<file path="config.mk">
export PLATFORM = sky130hd
export DESIGN_NAME = bootrom_tl_adapter
export DESIGN_NICKNAME = d
export VERILOG_FILES = /design/src/rtl/bootrom_pkg.sv /design/src/rtl/bootrom_tl_adapter.sv
export SDC_FILE = /design/constraint.sdc
export NUM_CORES = 1
export LEC_CHECK = 0
export ABC_AREA = 0
export CAP_MARGIN = 20
export CORE_ASPECT_RATIO = 1.25
export CORE_MARGIN = 2
export CORE_UTILIZATION = 37
export DETAILED_ROUTE_END_ITERATION = 8
export PLACE_DENSITY = 0.85
export SLEW_MARGIN = 10
export SYNTH_ARGS = -nofsm -noshare
export SYNTH_HDL_FRONTEND = slang
export SYNTH_SLANG_ARGS = --single-unit
</file>
<file path="constraint.sdc">
create_clock -name clock -period 2.65 [get_ports clock]
set_clock_uncertainty 0.05 [all_clocks]
set_input_delay 0.53 -clock clock [delete_from_list [all_inputs] [get_ports clock]]
set_output_delay 0.53 -clock clock [all_outputs]
set_load 0.05 [all_outputs]
</file>
<file path="src/rtl/bootrom_pkg.sv">
// Shared types and constants for the BootROM bus adapter.
// Holds the FSM encoding and the size-to-beat-count helper.
package bootrom_pkg;

    localparam int BYTES_PER_BEAT = 4;
    localparam int MAX_SIZE       = 4;

    typedef enum logic [1:0] {
        ST_IDLE = 2'd0,
        ST_BEAT = 2'd1,
        ST_ERR  = 2'd2
    } state_e;

    // Sub-word sizes still cost one full beat; 8 B and 16 B map to 2 and 4 beats.
    function automatic logic [2:0] beats_from_size(input logic [2:0] size);
        case (size)
            3'd3:    return 3'd2;
            3'd4:    return 3'd4;
            default: return 3'd1;
        endcase
    endfunction

endpackage

</file>
<file path="src/rtl/bootrom_tl_adapter.sv">
// A/D channel front end for the BootROM macro: one FSM plus datapath.
// Legal reads stream 1-4 words at 1 beat/cycle; illegal reads get one error beat.
module bootrom_tl_adapter
    import bootrom_pkg::*;
#(
    parameter int WORD_ADDR_W = 11,
    parameter int DATA_W      = 32,
    parameter int BYTE_ADDR_W = WORD_ADDR_W + 2,
    parameter int SOURCE_W    = 4
) (
    input  logic                   clock,
    input  logic                   reset_n,
    input  logic                   a_valid,
    output logic                   a_ready,
    input  logic [BYTE_ADDR_W-1:0] a_address,
    input  logic [2:0]             a_size,
    input  logic [SOURCE_W-1:0]    a_source,
    output logic                   d_valid,
    input  logic                   d_ready,
    output logic [DATA_W-1:0]      d_data,
    output logic [SOURCE_W-1:0]    d_source,
    output logic                   d_error,
    output logic                   d_last,
    output logic                   rom_me,
    output logic                   rom_oe,
    output logic [WORD_ADDR_W-1:0] rom_address,
    input  logic [DATA_W-1:0]      rom_q,
    output logic [1:0]             dbg_state
);

    localparam int LANE_BITS = $clog2(BYTES_PER_BEAT);

    // Handshake rule on both channels: a transfer happens on a rising clock edge
    // where valid && ready; once d_valid is raised, d_data/d_source/d_error/d_last
    // stay stable until that transfer, and valid never drops without one.

    state_e                 state_q, state_d;
    logic [WORD_ADDR_W-1:0] ptr_q, ptr_d;
    logic [1:0]             remaining_q, remaining_d;
    logic [SOURCE_W-1:0]    src_q, src_d;
    logic                   d_valid_q, d_valid_d;
    logic                   d_error_q, d_error_d;
    logic                   d_last_q, d_last_d;
    logic                   rom_oe_q, rom_oe_d;

    logic                   me_raw;
    logic                   a_legal;
    logic [4:0]             align_mask;
    logic [2:0]             beats_m1;
    logic [WORD_ADDR_W-1:0] a_word;
    logic [WORD_ADDR_W-1:0] ptr_inc;

    assign a_word     = a_address[BYTE_ADDR_W-1:LANE_BITS];
    assign ptr_inc    = ptr_q + WORD_ADDR_W'(1);
    assign align_mask = (5'd1 << a_size) - 5'd1;
    assign a_legal    = (a_size <= 3'(MAX_SIZE)) && ((a_address[3:0] & align_mask[3:0]) == 4'd0);
    assign beats_m1   = beats_from_size(a_size) - 3'd1;

    always_comb begin
        state_d     = state_q;
        ptr_d       = ptr_q;
        remaining_d = remaining_q;
        src_d       = src_q;
        me_raw      = 1'b0;
        rom_address = ptr_q;
        case (state_q)
            ST_IDLE: begin
                if (a_valid) begin
                    src_d = a_source;
                    if (a_legal) begin
                        me_raw      = 1'b1;
                        rom_address = a_word;
                        ptr_d       = a_word;
                        remaining_d = beats_m1[1:0];
                        state_d     = ST_BEAT;
                    end else begin
                        state_d = ST_ERR;
                    end
                end
            end
            ST_BEAT: begin
                if (d_ready) begin
                    if (remaining_q != 2'd0) begin
                        // Fetch the next word while this one is consumed: no bubbles.
                        me_raw      = 1'b1;
                        rom_address = ptr_inc;
                        ptr_d       = ptr_inc;
                        remaining_d = remaining_q - 2'd1;
                    end else begin
                        state_d = ST_IDLE;
                    end
                end
            end
            ST_ERR: begin
                if (d_ready) begin
                    state_d = ST_IDLE;
                end
            end
            default: state_d = ST_IDLE;
        endcase
    end

    always_comb begin
        d_valid_d = (state_d != ST_IDLE);
        d_error_d = (state_d == ST_ERR);
        rom_oe_d  = (state_d == ST_BEAT);
        d_last_d  = (state_d == ST_ERR) || ((state_d == ST_BEAT) && (remaining_d == 2'd0));
    end

    always_ff @(posedge clock or negedge reset_n) begin
        if (!reset_n) begin
            state_q     <= ST_IDLE;
            ptr_q       <= '0;
            remaining_q <= '0;
            src_q       <= '0;
            d_valid_q   <= 1'b0;
            d_error_q   <= 1'b0;
            d_last_q    <= 1'b0;
            rom_oe_q    <= 1'b0;
        end else begin
            state_q     <= state_d;
            ptr_q       <= ptr_d;
            remaining_q <= remaining_d;
            src_q       <= src_d;
            d_valid_q   <= d_valid_d;
            d_error_q   <= d_error_d;
            d_last_q    <= d_last_d;
            rom_oe_q    <= rom_oe_d;
        end
    end

    // The reset gate keeps the ROM idle and the A channel closed while reset_n is low.
    assign a_ready   = reset_n && (state_q == ST_IDLE);
    assign rom_me    = reset_n && me_raw;
    assign rom_oe    = rom_oe_q;
    assign d_valid   = d_valid_q;
    assign d_error   = d_error_q;
    assign d_last    = d_last_q;
    assign d_source  = src_q;
    assign d_data    = rom_oe_q ? rom_q : '0;
    assign dbg_state = state_q;

endmodule

</file>
==> reports/metrics.yaml <==
status:
  status: "complete, but fails checks"
  violations: "negative setup slack"
worst_setup_path:
  crit_top_cell: "buf_4"
  crit_buf_inv: 4
  worst-path-stages: 9
  critPathKind: "input port to output port"
  crit_path_start_kind: "input port"
  cp_max_fo: 4
  r2r_cells: 15
  r2r_setup_slack_ns: 0.17
  worstPathRequired_ns: 2.07
  worst_setup_path_end_kind: "output port"
  arrival_ns: 2.27
  max_stage_delay_ns: 0.33
  critPathTopFamily: "compound AO/OA/AOI/OAI gates"
  cp_cell_sequence: "buf_2, nor2_1, o311a_4, buf_4, buf_4, a21oi_4, o21ai_0, nand2_1, buf_12"
  slowest_stage: "nor2_1"
floorplanning:
  die-area_um2: 4712
  start_util: 0.3800
  num_rows: 26
  pin_count: 111
  die_w_um: 61.80
  core-area_um2: 4066
  fp.dieH_um: 76.25
power:
  ir_drop_uv: 773.2
  p_leak_nw: 1.524
  powerDensity_nw_per_um2: 1050
sta:
  report.final.slew_viol_count: 0
  slew_headroom: 0.6560
  whs_ns: 0.4718
  setup_viol: 7
  finalCritPeriodShare: 1.077
  hold_viol: 0
  fin_ws_ns: -0.2039
  tightestPinTransition_ns: 0.5030
  rsz0062_at_grt: "yes"
  finalSetupTns_ns: -0.5222
  fmaxAchievable_mhz: 350.4
  period_minus_slack_ns: 2.854
grt:
  antenna_found_initial: 0
  grt_pass1_vias: 1989
  grt_max_degree: 33
  grt_remaining_overflow: 0
  grt_usage: 0.2695
  grt_pass1_wl_um: 9604
logic_synthesis:
  synth-compound-area-share: 0.2356
  muxShareOfSynthArea: 0.04211
  synth_edf_count: 0
  synth_top_area_share: 0.3725
  seq_area_frac_synth: 0.3725
  synth_area_per_cell_um2: 8.881
  synth_ff_type: "dfrtp_1"
  synth_fp_nets: 231
  synthArstFlopShare: 1.000
  synthAdderAreaFrac: 0.01538
  yosys_warnings: 0
  synthesis.area_um2: 1545
  ys_ff_latch: 23
  synthDistinctLibCells: 46
  synth_top_family_by_area: "simple AND/OR/NAND/NOR gates"
  netlist_top_cells_count: "34 x and2_1, 23 x dfrtp_1, 11 x nor2_1"
  synth_cells: 174
  synth_xor_area_frac: 0
  synth_most_common_cell: "and2_1"
  synthSimpleGateAreaFrac: 0.2955
  yosys.area.top_type: "dfrtp_1"
  synthTopCellsByArea: "dfrtp_1 37%, and2_1 14%, a21oi_1 2.9%"
clock_tree:
  cts_buffers: 3
  cts_max_level: 1
  clock-sinks: 23
  ctsHoldBuffers: 0
  root_buffer: "clkbuf_8"
  tritoncts: "yes"
  clk_latency_ns: 0.27
  ctsLongestPathBuffers: 2
  clk_pin_slew_worst_paths_ns: 0.09
cells_and_area:
  fin_util: 0.8566
  nNetsFinal: 392
  antenna_cells: 0
  final_cells: 390
  area_delta_synth_final_pct: 125.4
  drive_above_1_share: 0.4850
detailed_routing:
  first_iter_violations: 170
  drc_errors: 0
  wl_per_cell_um: 20.09
  postRouteAntennaNets: 0
  vias: 2167
  routed_wl_um: 7836
  viasPerCell: 5.556
  drtPass1Iterations: 5
placed_design:
  portBuffers: 110
  placed_cells: 364
  place_congestion: 0.8308
  post-dp-hpwl_um: 4405
run:
  cap_violations: 0
min_path:
  whs_path_depth: 1
  worstHoldPathType: "flop to flop"
-- where the power goes --
part | internal (W) | leakage [nW] | switching (W)
logic | 0.00117 | 1.23 | 0.00156
registers | 0.000513 | 0.264 | 0.000183
clock network | 0.000106 | 0.0255 | 0.000127
total | 0.00179 | 1.52 | 0.00187
-- worst reg2reg max path: cells and delay by family (launching register included) --
kind	cells	cell delay (ns)
AO/OA/AOI/OAI	2	0.27
buffers and inverters	10	1.01
flip-flops	1	0.49
AND/OR/NAND/NOR	3	0.55
-- layout by cell type, fill, tap and decap left out, types with 2 or more instances in the layout --
| cell | instances |
|---|---|
| o21ai_2 | 4 |
| nor4_4 | 2 |
| a211oi_4 | 2 |
| nor3_2 | 2 |
| a311oi_2 | 2 |
| or3_4 | 2 |
| nand3_1 | 4 |
| a21oi_4 | 2 |
| nor3_4 | 2 |
| o21ai_0 | 5 |
| nand2_1 | 4 |
| clkdlybuf4s50_1 | 56 |
| nor3_1 | 4 |
| o31ai_2 | 2 |
| clkbuf_8 | 3 |
| nor2_1 | 9 |
| buf_2 | 3 |
| a21oi_2 | 2 |
| nand3_4 | 2 |
| dfrtp_2 | 5 |
| nor4bb_1 | 2 |
| and3_1 | 3 |
| buf_12 | 13 |
| buf_4 | 83 |
| buf_6 | 6 |
| and2_1 | 33 |
| a211oi_1 | 2 |
| o31ai_1 | 2 |
| a21oi_1 | 6 |
| clkbuf_2 | 2 |
| dfrtp_1 | 18 |
| nor3b_4 | 2 |
| inv_1 | 5 |
| a22oi_1 | 4 |
| mux2_2 | 4 |
-- logic make-up after synthesis --
| logic type | count (synthesis) |
|---|---|
| adder cells (fa/ha/maj) | 2 |
| multiplexers | 6 |
| flip-flops | 23 |
| buffers and inverters | 14 |
| AO/OA/AOI/OAI | 49 |
| AND/OR/NAND/NOR | 80 |
-- final cells by class --
| class | instances | area [um2] |
|---|---|---|
| Tap cell | 56 | 70.07 |
| Multi-Input combinational cell | 137 | 1196 |
| Clock buffer | 3 | 41.29 |
| Inverter | 5 | 18.77 |
| Clock inverter | 1 | 5.005 |
| Sequential cell | 23 | 581.8 |
| Timing Repair Buffer | 165 | 1570 |
| Fill cell | 213 | 583.1 |
-- metrics by stage --
| stage | worst slack [ns] | cell area [um2] | power, W |
|---|---|---|---|
| 6_report | -0.2039 | 3483 | 0.003659 |
| 5_1_grt | -0.1952 | 3483 | 0.003800 |
| 4_1_cts | 0.009144 | 3246 | 0.003387 |
| 3_5_place_dp | -0.5147 | 3040 | 0.003069 |
| 3_3_place_gp | -0.4526 | 3040 | 0.003029 |
| 2_1_floorplan | -0.2533 | 1613 | 0.002035 |
-- registers in the layout, indices dropped and copies added (netlist names) --
register / count
d_error: 1
d_last: 1
d_source: 4
d_valid: 1
dbg_state: 2
ptr_q: 11
remaining_q: 2
rom_oe: 1
-- metal layers --
layer	part of all wire	track usage	up-vias
met3	0.070	0.05093	28
met4	0.048	0.08511	0
met1	0.35	0.3139	1046
met2	0.53	0.4747	135
li1	-	-	958
met5	0	0	-
-- what timing repair did --
item	4_1_cts	5_1_grt
resized for setup	47	46
buffers inserted	13	12
setup endpoints to repair	12	11
pin swaps	9	19
-- final timing paths --
kind                              startpoint        endpoint
worst max-delay path               a_size[2]  rom_address[8]
worst min-delay path             d_source[1]     d_source[1]
worst max register to register  dbg_state[1]          d_last
worst min register to register   d_source[1]     d_source[1]
max in group asynchronous            reset_n    dbg_state[1]
min in group asynchronous            reset_n        ptr_q[0]
Power figures use the tool's default switching activity.
==> edit: new RTL, same flow settings <==
Reset style: synchronous (`reset_n`), changed in one clocked block.
--- a/src/rtl/bootrom_tl_adapter.sv
+++ b/src/rtl/bootrom_tl_adapter.sv
@@ -107,7 +107,7 @@
         d_last_d  = (state_d == ST_ERR) || ((state_d == ST_BEAT) && (remaining_d == 2'd0));
     end
 
-    always_ff @(posedge clock or negedge reset_n) begin
+    always_ff @(posedge clock) begin
         if (!reset_n) begin
             state_q     <= ST_IDLE;
             ptr_q       <= '0;
Check against the original RTL: differs if reset_n is asserted again (counterexample within 4 cycles, from zero or initial values and one cycle with reset_n low); with reset_n held inactive, the same outputs for 4 cycles.
==> edit against the unedited design <==
  * The flow still finishes with violations (negative setup slack)
  * Die area grew 1.9%
  * Synthesized area grew 2.0%
  * Non-clock buffer count grew 5
  * Wire length grew 0.11%
  * Sequential cell count is the same
  * Cell area grew 0.32%
  * Setup slack gained 0.099 ns
  * First-iteration DRC count shrank 21%
  * Count of clock-buffer cells in the layout is the same
  * Highest routed layer unchanged
Power is not compared: it rests on default switching activity, and its combinational part moved more than twofold at a synthesized area within 25%.
==> edit: results (changes against the unedited design) <==
antenna cells 0 (unchanged); M1 WL 2630 um (-3.8%); met2 WL 4120 um (-1.6%); pre-CTS WS -0.500 ns (+0.0152 ns); Async S/R FF share, synth 0% (-100 points); Area contributors post-synth dfxtp_1 29%, and2_1 14%, a21oi_1 4.8%; Mapped Nets 262 (+13%); final cell count without fillers 425 (+9.0%); met2 GRT Util 57.8% (+10 points); layout cells sized above 1 42.5% (-6.0 points); worst hold slack 0.432 ns (-0.0398 ns); Final setup viols 11 (+4); average size of a mapped cell 7.69 um^2 (-13%); Inst Count DP 401 (+10%); most frequent cells after synthesis 36 x and2_1, 23 x dfxtp_1, 19 x nand2_1; Worst path max stage delay 0.28 ns (-0.05 ns); Reg-to-Reg Start dbg_state[1]; Adder-Cell Fraction of Synth Area 0.794% (-0.74 points); GP Congestion 0.916 (+10%); DR WL met3 708 um (+30%); sink of the worst hold path d_source[0]; DRT iter0 DRCs 134 (-21%); DP Area 3060 um^2 (+0.62%); hpwl dp 5000 um (+14%); Setup TNS -0.733 ns (-0.211 ns); vias in the first global route 2402 (+21%); Synth Area in Compound Gates 31.6% (+8.0 points); Data arrival, critical path 2.17 ns (-0.10 ns); Hold Path Depth 2 (+1); Worst R2R Path Depth 14 (-1); register area share after synthesis 29.2% (-8.0 points); slowest stage cell, crit path a2111oi_4; final WL 7850 um (+0.11%); status finished, violations left; critical path peak fanout 5 (+1); Worst Min Path Start d_source[0]; pin count of the biggest net entering global routing 33 (unchanged); Setup WS post-layout -0.104 ns (+0.0994 ns); dominant synthesized flop cell dfxtp_1; mux share of post-synthesis cell area 0% (-4.2 points); GR Util met1 28.9% (-2.5 points); violated checks negative setup slack; reg2reg setup slack 0.03 ns (-0.14 ns); relative slew slack 64.5% (-1.1 points); DR vias/cell 5.64 (+1.5%); global-route wire length before repair 11500 um (+20%); library cells used by synthesis 50 (+8.7%); Global Route Usage Sum 29.8% (+2.9 points); reg-to-reg critical path endpoint ptr_q[5]
==> edit: logic make-up (layout without fill, tap and decap cells) <==
group	count (synthesis)	count (layout)
AO/OA/AOI/OAI	65	65
adder cells (fa/ha/maj)	1	1
buffers and inverters	15	179
flip-flops	23	23
AND/OR/NAND/NOR	101	101
==> edit: worst max-delay path by stage <==
stage | from | to | slack (ns) | depth (start not counted)
6_report | a_size[1] | rom_address[5] | -0.10 | 10
3_5_place_dp | a_size[1] | rom_address[6] | -0.50 | 7
4_1_cts | a_size[2] | ptr_q[5] | -0.04 | 16
3_3_place_gp | a_address[0] | rom_address[9] | -0.48 | 7
5_1_grt | a_address[0] | rom_address[6] | -0.21 | 9
2_1_floorplan | dbg_state[1] | rom_address[7] | -0.11 | 8
==> edit: where the power goes <==
group | switching [uW] | internal [uW] | total [uW]
sequential | 27.5 | 373 | 400
combinational | 374 | 362 | 735
clock | 123 | 105 | 228
==> edit: layout make-up <==
cell class / count / area (um^2)
inverters: 5 / 20.0
well taps: 56 / 70.1
fillers: 204 / 604
repair buffers: 170 / 1610
multi-input cells: 167 / 1290
clock inverters: 1 / 5.00
clock buffers: 3 / 41.3
flip-flops and latches: 23 / 464
==> edit: repair_timing <==
action,4_1_cts,5_1_grt
setup endpoints to repair,12,12
buffers inserted,14,6
gates resized for setup,68,19
pin swaps,25,11
==> edit: worst register-to-register path, cell delays in order (launching register included) <==
cell and delay [ns]:
dfxtp_2 0.40, or2_2 0.34, buf_4 0.20, o311ai_2 0.21, o21ai_1 0.13, buf_4 0.15, buf_4 0.12, buf_4 0.12
buf_4 0.12, buf_4 0.11, buf_4 0.12, buf_4 0.12, buf_4 0.12, buf_4 0.12, o211a_1 0.11
